==> src/rtl/usart_pkg.sv <==
// Shared USART definitions: data width, default Rx FIFO depth, byte type.
package usart_pkg;

    localparam int DATA_W        = 8;
    localparam int RX_FIFO_DEPTH = 8;

    typedef logic [DATA_W-1:0] byte_t;

endpackage

==> src/rtl/rx_fifo_mem.sv <==
// Rx FIFO storage: DEPTH x DATA_W register array, synchronous write,
// combinational read by address. Contents are deliberately not reset.
module rx_fifo_mem
    import usart_pkg::*;
#(
    parameter int DEPTH  = RX_FIFO_DEPTH,
    parameter int ADDR_W = $clog2(DEPTH)
) (
    input  logic              i_Pclk,
    input  logic              i_We,
    input  logic [ADDR_W-1:0] i_Waddr,
    input  byte_t             i_Wdata,
    input  logic [ADDR_W-1:0] i_Raddr,
    output byte_t             o_Rdata
);

    byte_t mem [DEPTH];

    // Store the incoming byte at the write address when enabled.
    always_ff @(posedge i_Pclk) begin
        if (i_We) begin
            mem[i_Waddr] <= i_Wdata;
        end
    end

    assign o_Rdata = mem[i_Raddr];

endmodule

==> src/rtl/rx_fifo.sv <==
// Rx receive FIFO between the Rx shift register and the APB read path.
// Optional macro RX_FIFO_THRESH_EN adds a registered o_Thresh output
// (count >= THRESH) for the status/interrupt logic.
//
// Handshake: every high cycle of i_Wr_En is one write (no back-pressure;
// a write into a full FIFO is dropped and flagged as overrun). A read is
// the rising edge of the level i_Rd_En; exactly one cycle later o_Pready
// pulses for one cycle with o_Prdata holding the byte (0x00 if the FIFO
// was empty). o_Prdata is 0x00 whenever o_Pready is low.
module rx_fifo
    import usart_pkg::*;
#(
    parameter int DEPTH = RX_FIFO_DEPTH,
`ifdef RX_FIFO_THRESH_EN
    parameter int THRESH = DEPTH / 2,
`endif
    localparam int ADDR_W = $clog2(DEPTH)
) (
    input  logic              i_Pclk,
    input  logic              i_Preset,
    input  logic              i_Wr_En,
    input  byte_t             i_Wr_Data,
    input  logic              i_Rd_En,
    input  logic              i_Clr_Ovr,
    output byte_t             o_Prdata,
    output logic              o_Pready,
    output logic [ADDR_W:0]   o_Count,
    output logic              o_Empty,
    output logic              o_Full,
`ifdef RX_FIFO_THRESH_EN
    output logic              o_Thresh,
`endif
    output logic              o_Overrun
);

    localparam logic [ADDR_W:0] DEPTH_C = (ADDR_W + 1)'(DEPTH);

    logic [ADDR_W-1:0] wr_ptr;
    logic [ADDR_W-1:0] rd_ptr;
    logic [ADDR_W:0]   count;
    logic [ADDR_W:0]   count_next;
    logic              rd_en_q;
    byte_t             rd_byte;

    logic empty;
    logic full;
    logic pop;
    logic do_pop;
    logic drop;
    logic do_wr;

    assign empty  = (count == '0);
    assign full   = (count == DEPTH_C);
    assign pop    = i_Rd_En & ~rd_en_q;
    assign do_pop = pop & ~empty;
    // A pop in the same cycle frees a slot first, so a full FIFO accepts the write.
    assign drop   = i_Wr_En & full & ~pop;
    assign do_wr  = i_Wr_En & ~drop;

    rx_fifo_mem #(
        .DEPTH  (DEPTH),
        .ADDR_W (ADDR_W)
    ) u_mem (
        .i_Pclk  (i_Pclk),
        .i_We    (do_wr),
        .i_Waddr (wr_ptr),
        .i_Wdata (i_Wr_Data),
        .i_Raddr (rd_ptr),
        .o_Rdata (rd_byte)
    );

    // Next fill level from the accepted write and the effective pop.
    always_comb begin
        count_next = count;
        case ({do_wr, do_pop})
            2'b10:   count_next = count + (ADDR_W + 1)'(1);
            2'b01:   count_next = count - (ADDR_W + 1)'(1);
            default: count_next = count;
        endcase
    end

    // Pointers, count, read edge detector, read response and overrun flag.
    always_ff @(posedge i_Pclk or posedge i_Preset) begin
        if (i_Preset) begin
            wr_ptr    <= '0;
            rd_ptr    <= '0;
            count     <= '0;
            rd_en_q   <= 1'b0;
            o_Prdata  <= '0;
            o_Pready  <= 1'b0;
            o_Overrun <= 1'b0;
        end else begin
            rd_en_q  <= i_Rd_En;
            count    <= count_next;
            o_Pready <= pop;
            o_Prdata <= do_pop ? rd_byte : '0;
            if (do_wr) begin
                wr_ptr <= wr_ptr + ADDR_W'(1);
            end
            if (do_pop) begin
                rd_ptr <= rd_ptr + ADDR_W'(1);
            end
            if (drop) begin
                o_Overrun <= 1'b1;
            end else if (i_Clr_Ovr) begin
                o_Overrun <= 1'b0;
            end
        end
    end

`ifdef RX_FIFO_THRESH_EN
    localparam logic [ADDR_W:0] THRESH_C = (ADDR_W + 1)'(THRESH);

    // Threshold flag tracks the same cycle as o_Count.
    always_ff @(posedge i_Pclk or posedge i_Preset) begin
        if (i_Preset) begin
            o_Thresh <= 1'b0;
        end else begin
            o_Thresh <= (count_next >= THRESH_C);
        end
    end
`endif

    assign o_Count = count;
    assign o_Empty = empty;
    assign o_Full  = full;

endmodule

==> config.mk <==
export PLATFORM = sky130hd
export DESIGN_NAME = rx_fifo
export DESIGN_NICKNAME = d
export VERILOG_FILES = /design/src/rtl/usart_pkg.sv /design/src/rtl/rx_fifo_mem.sv /design/src/rtl/rx_fifo.sv
export SDC_FILE = /design/constraint.sdc
export NUM_CORES = 1
export LEC_CHECK = 0
export ABC_AREA = 1
export CORE_MARGIN = 2
export CORE_UTILIZATION = 40
export DETAILED_ROUTE_END_ITERATION = 12
export GPL_ROUTABILITY_DRIVEN = 0
export GPL_TIMING_DRIVEN = 1
export MAX_ROUTING_LAYER = met4
export PLACE_DENSITY = 0.6
export REMOVE_ABC_BUFFERS = 1
export SLEW_MARGIN = 10
export SYNTH_ARGS = -nofsm -noshare
export SYNTH_HDL_FRONTEND = slang
export SYNTH_SLANG_ARGS = --single-unit
export TNS_END_PERCENT = 100
==> constraint.sdc <==
create_clock -name i_Pclk -period 2.2 [get_ports i_Pclk]
set_input_delay 0.44 -clock i_Pclk [delete_from_list [all_inputs] [get_ports i_Pclk]]
set_output_delay 0.44 -clock i_Pclk [all_outputs]
set_load 0.05 [all_outputs]
==> metrics.md <==
| Metric | Value |
|---|---|
| Top Ports | 29 |
| Run status | completed |
| LEAKAGE | 0.00163 µW |
| CTS tree | done |
| Setup Total Neg Slack | 0 ns |
| Antenna fix cells | 0 |
| Drt pass-1 iters | 4 |
| Max Cap Violations | 0 |
| Global-route wire length before repair | around 11000 µm |
| Crit Path Category | flop to primary output |
| Post-synthesis sequential area ratio | 69.9% |
| Clock Tree Buf Depth | 2 |
| Vias post-DR | between 2000 and 2500 |
| Flop pwr share | 39.8% |
| Worst endpoint required time | 1.76 ns |
| Peak VDD IR | 0.540 mV |
| Share of cells above drive strength 1 | between 10% and 20% |
| Avg Cell Area, Syn | 12.1 µm² |
| ANT nets after route | 0 |
| Reg clk slew, reported paths | 0.08 ns |
| Starting DRT DRC Count | roughly 130 |
| Comb pwr share | between 30% and 40% |
| Post-route clock period utilization | 94.7% |
| Fin crit period | 2.08 ns |
| Cell taking the most area after synthesis | edfxtp_1 |
| Detailed Place HPWL | 4280 µm |
| Endpoints failing setup | 0 |
| Initial antenna violation count | 0 |
| FMAX | between 0.4 and 0.5 GHz |
| Pins Over Slew Limit | 0 |
| Int Power | 3500 µW |
| Clock Sinks | 85 |
| Post-synth EDFFs | 64 |
| Most used DFF post-synth | edfxtp_1 |
| Setup Skew | 0.00790 ns |
| # port buffers | 28 |
| Number of synthesized register bits | between 80 and 90 |
| Area Growth Syn to Fin | 22.5% |
| Cell area after synthesis | 3500 µm² |
| Clock network power share | 23.2% |
| Cells after synthesis | 289 |
| Skew-Pair Late Insertion Delay | 0.35 ns |
| Routed wire length | 6940 µm |
| Net Sw Frac | 37.4% |
| CTS H-tree lvls | 3 |
| Synth area leaders | edfxtp_1 55%, dfrtp_1 15%, nor2_1 6.1% |
| Met2 Resource Use GR | 23.6% |
| Worst slew margin | between 50 and 60% |
| Starting Density | about 40% |
| Core Box Area | around 8600 µm² |
| FP Rows | 34 |
| Final Hold Fails | 0 |
| Largest net degree at the start of global routing | 35 |
| Worst EP arrival | 1.64 ns |
| Total track usage | 16.1% |
| Clk root buf | clkbuf_8 |
| Synthesis Warnings | 0 |
| Post-synthesis async set-or-reset flop share | 24.7% |
| Vias/cell | just over 5 |
| Area share of the largest cell type after synthesis | a little over half |
| CTS Buf Count | 9 |
| Worst reg2reg setup slack | approximately 0.18 ns |
| HP Class | primary input to asynchronous set/reset pin |
| Gr busiest metal | met2 |
| Die area | 9520 µm² |
| DR WL/cell | 15.3 µm |
| GRT overflow | 0 |
| Tightest Pin Transition | 0.703 ns |
| Layout Utilization | 49.9% |
| Fin cells | 453 |
| Die W | 97.6 µm |
| Met1 global-route usage | 20.4% |
| Distinct cells, synth | 27 |
| Final net count | 358 |
| Vias in the first global route | 2156 |
| Placed cells | approximately 440 |
| Switch Pwr | approximately 2100 µW |
| Pwr dens | 1300 nW/µm² |
| DRC Markers | 0 |
| Worst-path fanout max | 4 |
| Met3 GRT Util | 3.74% |
| Setup crit start kind | flop |
| Die height | 97.6 µm |
| Worst setup EP type | primary output |
## power by group through the flow
stage | Combinational (µW) | Clock, µW | Sequential (µW)
CTS | 2080 | 1330 | 2220
floorplan | 999 | 0 | 2590
global route | 2290 | 1390 | 2260
detailed placement | 2070 | 0 | 2260
global placement | 2040 | 0 | 2260
finish | 2070 | 1300 | 2230
## Yosys cell counts, types with 2 or more instances
| master | number |
|---|---|
| o21ai_0 | 29 |
| inv_1 | 12 |
| o22ai_1 | 8 |
| nand2_1 | 29 |
| buf_2 | 7 |
| nand2_2 | 2 |
| ha_1 | 5 |
| xnor2_1 | 3 |
| o211ai_1 | 8 |
| edfxtp_1 | 64 |
| o21ai_1 | 10 |
| nor2_2 | 10 |
| dfrtp_1 | 21 |
| nor2_1 | 57 |
| nand3_1 | 4 |
| xor2_1 | 3 |
| buf_4 | 2 |
| inv_2 | 6 |
## metrics by stage
step / area, µm² / setup WS, ns / hold slack (ns) / total power, µW
after floorplan: 3430 / -0.464 / 0.417 / 3590
after global placement: 4030 / -0.142 / 0.526 / 4300
after detailed placement: 4030 / -0.271 / 0.545 / 4330
after CTS: 4260 / 0.0677 / 0.438 / 5630
after global routing: 4290 / -0.0162 / 0.467 / 5940
final: 4290 / 0.116 / 0.428 / 5600
## path summary, 6_finish.rpt
kind	start	end	cells past startpoint
worst max-delay path	o_Count[3]	o_Count[3]	2
worst min-delay path	i_Preset	o_Prdata[7]	3
worst max register to register	o_Count[0]	o_Count[2]	13
worst min register to register	o_Overrun	o_Overrun	2
max in group asynchronous	i_Preset	o_Count[0]	3
min in group i_Pclk	o_Overrun	o_Overrun	2
## cell usage in the layout (no fill, tap or decap), drive strengths merged, types with 2 or more instances in the layout
cell	n
nor3	2
buf	26
bufinv	3
nand3	4
nand2	32
o21ai	39
clkdlybuf4s50	25
dfrtp	21
clkbuf	11
inv	19
xor2	3
ha	5
o211ai	8
xnor2	3
o22ai	8
nor2	67
edfxtp	64
## state kept, by name, indices dropped and copies added (netlist names)
signal / cells
u_mem.mem: 64
o_Prdata: 8
o_Count: 4
rd_ptr: 3
wr_ptr: 3
o_Overrun: 1
o_Pready: 1
rd_en_q: 1
## cell type report
| cell class | count | area (µm²) |
|---|---|---|
| Timing Repair Buffer | 52 | 467 |
| Multi-Input combinational cell | 174 | 932 |
| Sequential cell | 85 | 2450 |
| Clock inverter | 5 | 108 |
| Fill cell | 760 | 4300 |
| Inverter | 18 | 67.6 |
| Clock buffer | 11 | 131 |
| Tap cell | 108 | 135 |
## worst max-delay path, cell delays in order (launching register included)
cell	delay (ns)
dfrtp_1	0.36
buf_4	0.14
clkdlybuf4s50_1	0.80
## repair_timing
item                       in CTS  in global routing
buffers inserted                0                  1
pin swaps                       0                  2
gates resized for setup         1                  5
setup endpoints to repair       1                  1
hold buffers                    0                  0
## per-layer routing
| metal | up-vias | share of wire (%) |
|---|---|---|
| met5 | - | 0 |
| met3 | 17 | 4.0 |
| met2 | 49 | 47 |
| li1 | 1104 | - |
| met1 | 1111 | 45 |
| met4 | 0 | 3.2 |
## cell families (layout without fill, tap and decap cells)
logic type               count (synthesis)  in the layout  share of synthesized area, %
adder cells (fa/ha/maj)                  5              5                          1.79
AND/OR/NAND/NOR                        105            105                          12.9
XOR/XNOR                                 6              6                          1.50
buffers and inverters                   30             86                          4.00
AO/OA/AOI/OAI                           58             58                          10.0
flip-flops                              85             85                          69.9
(Power assumes the default switching activity.)
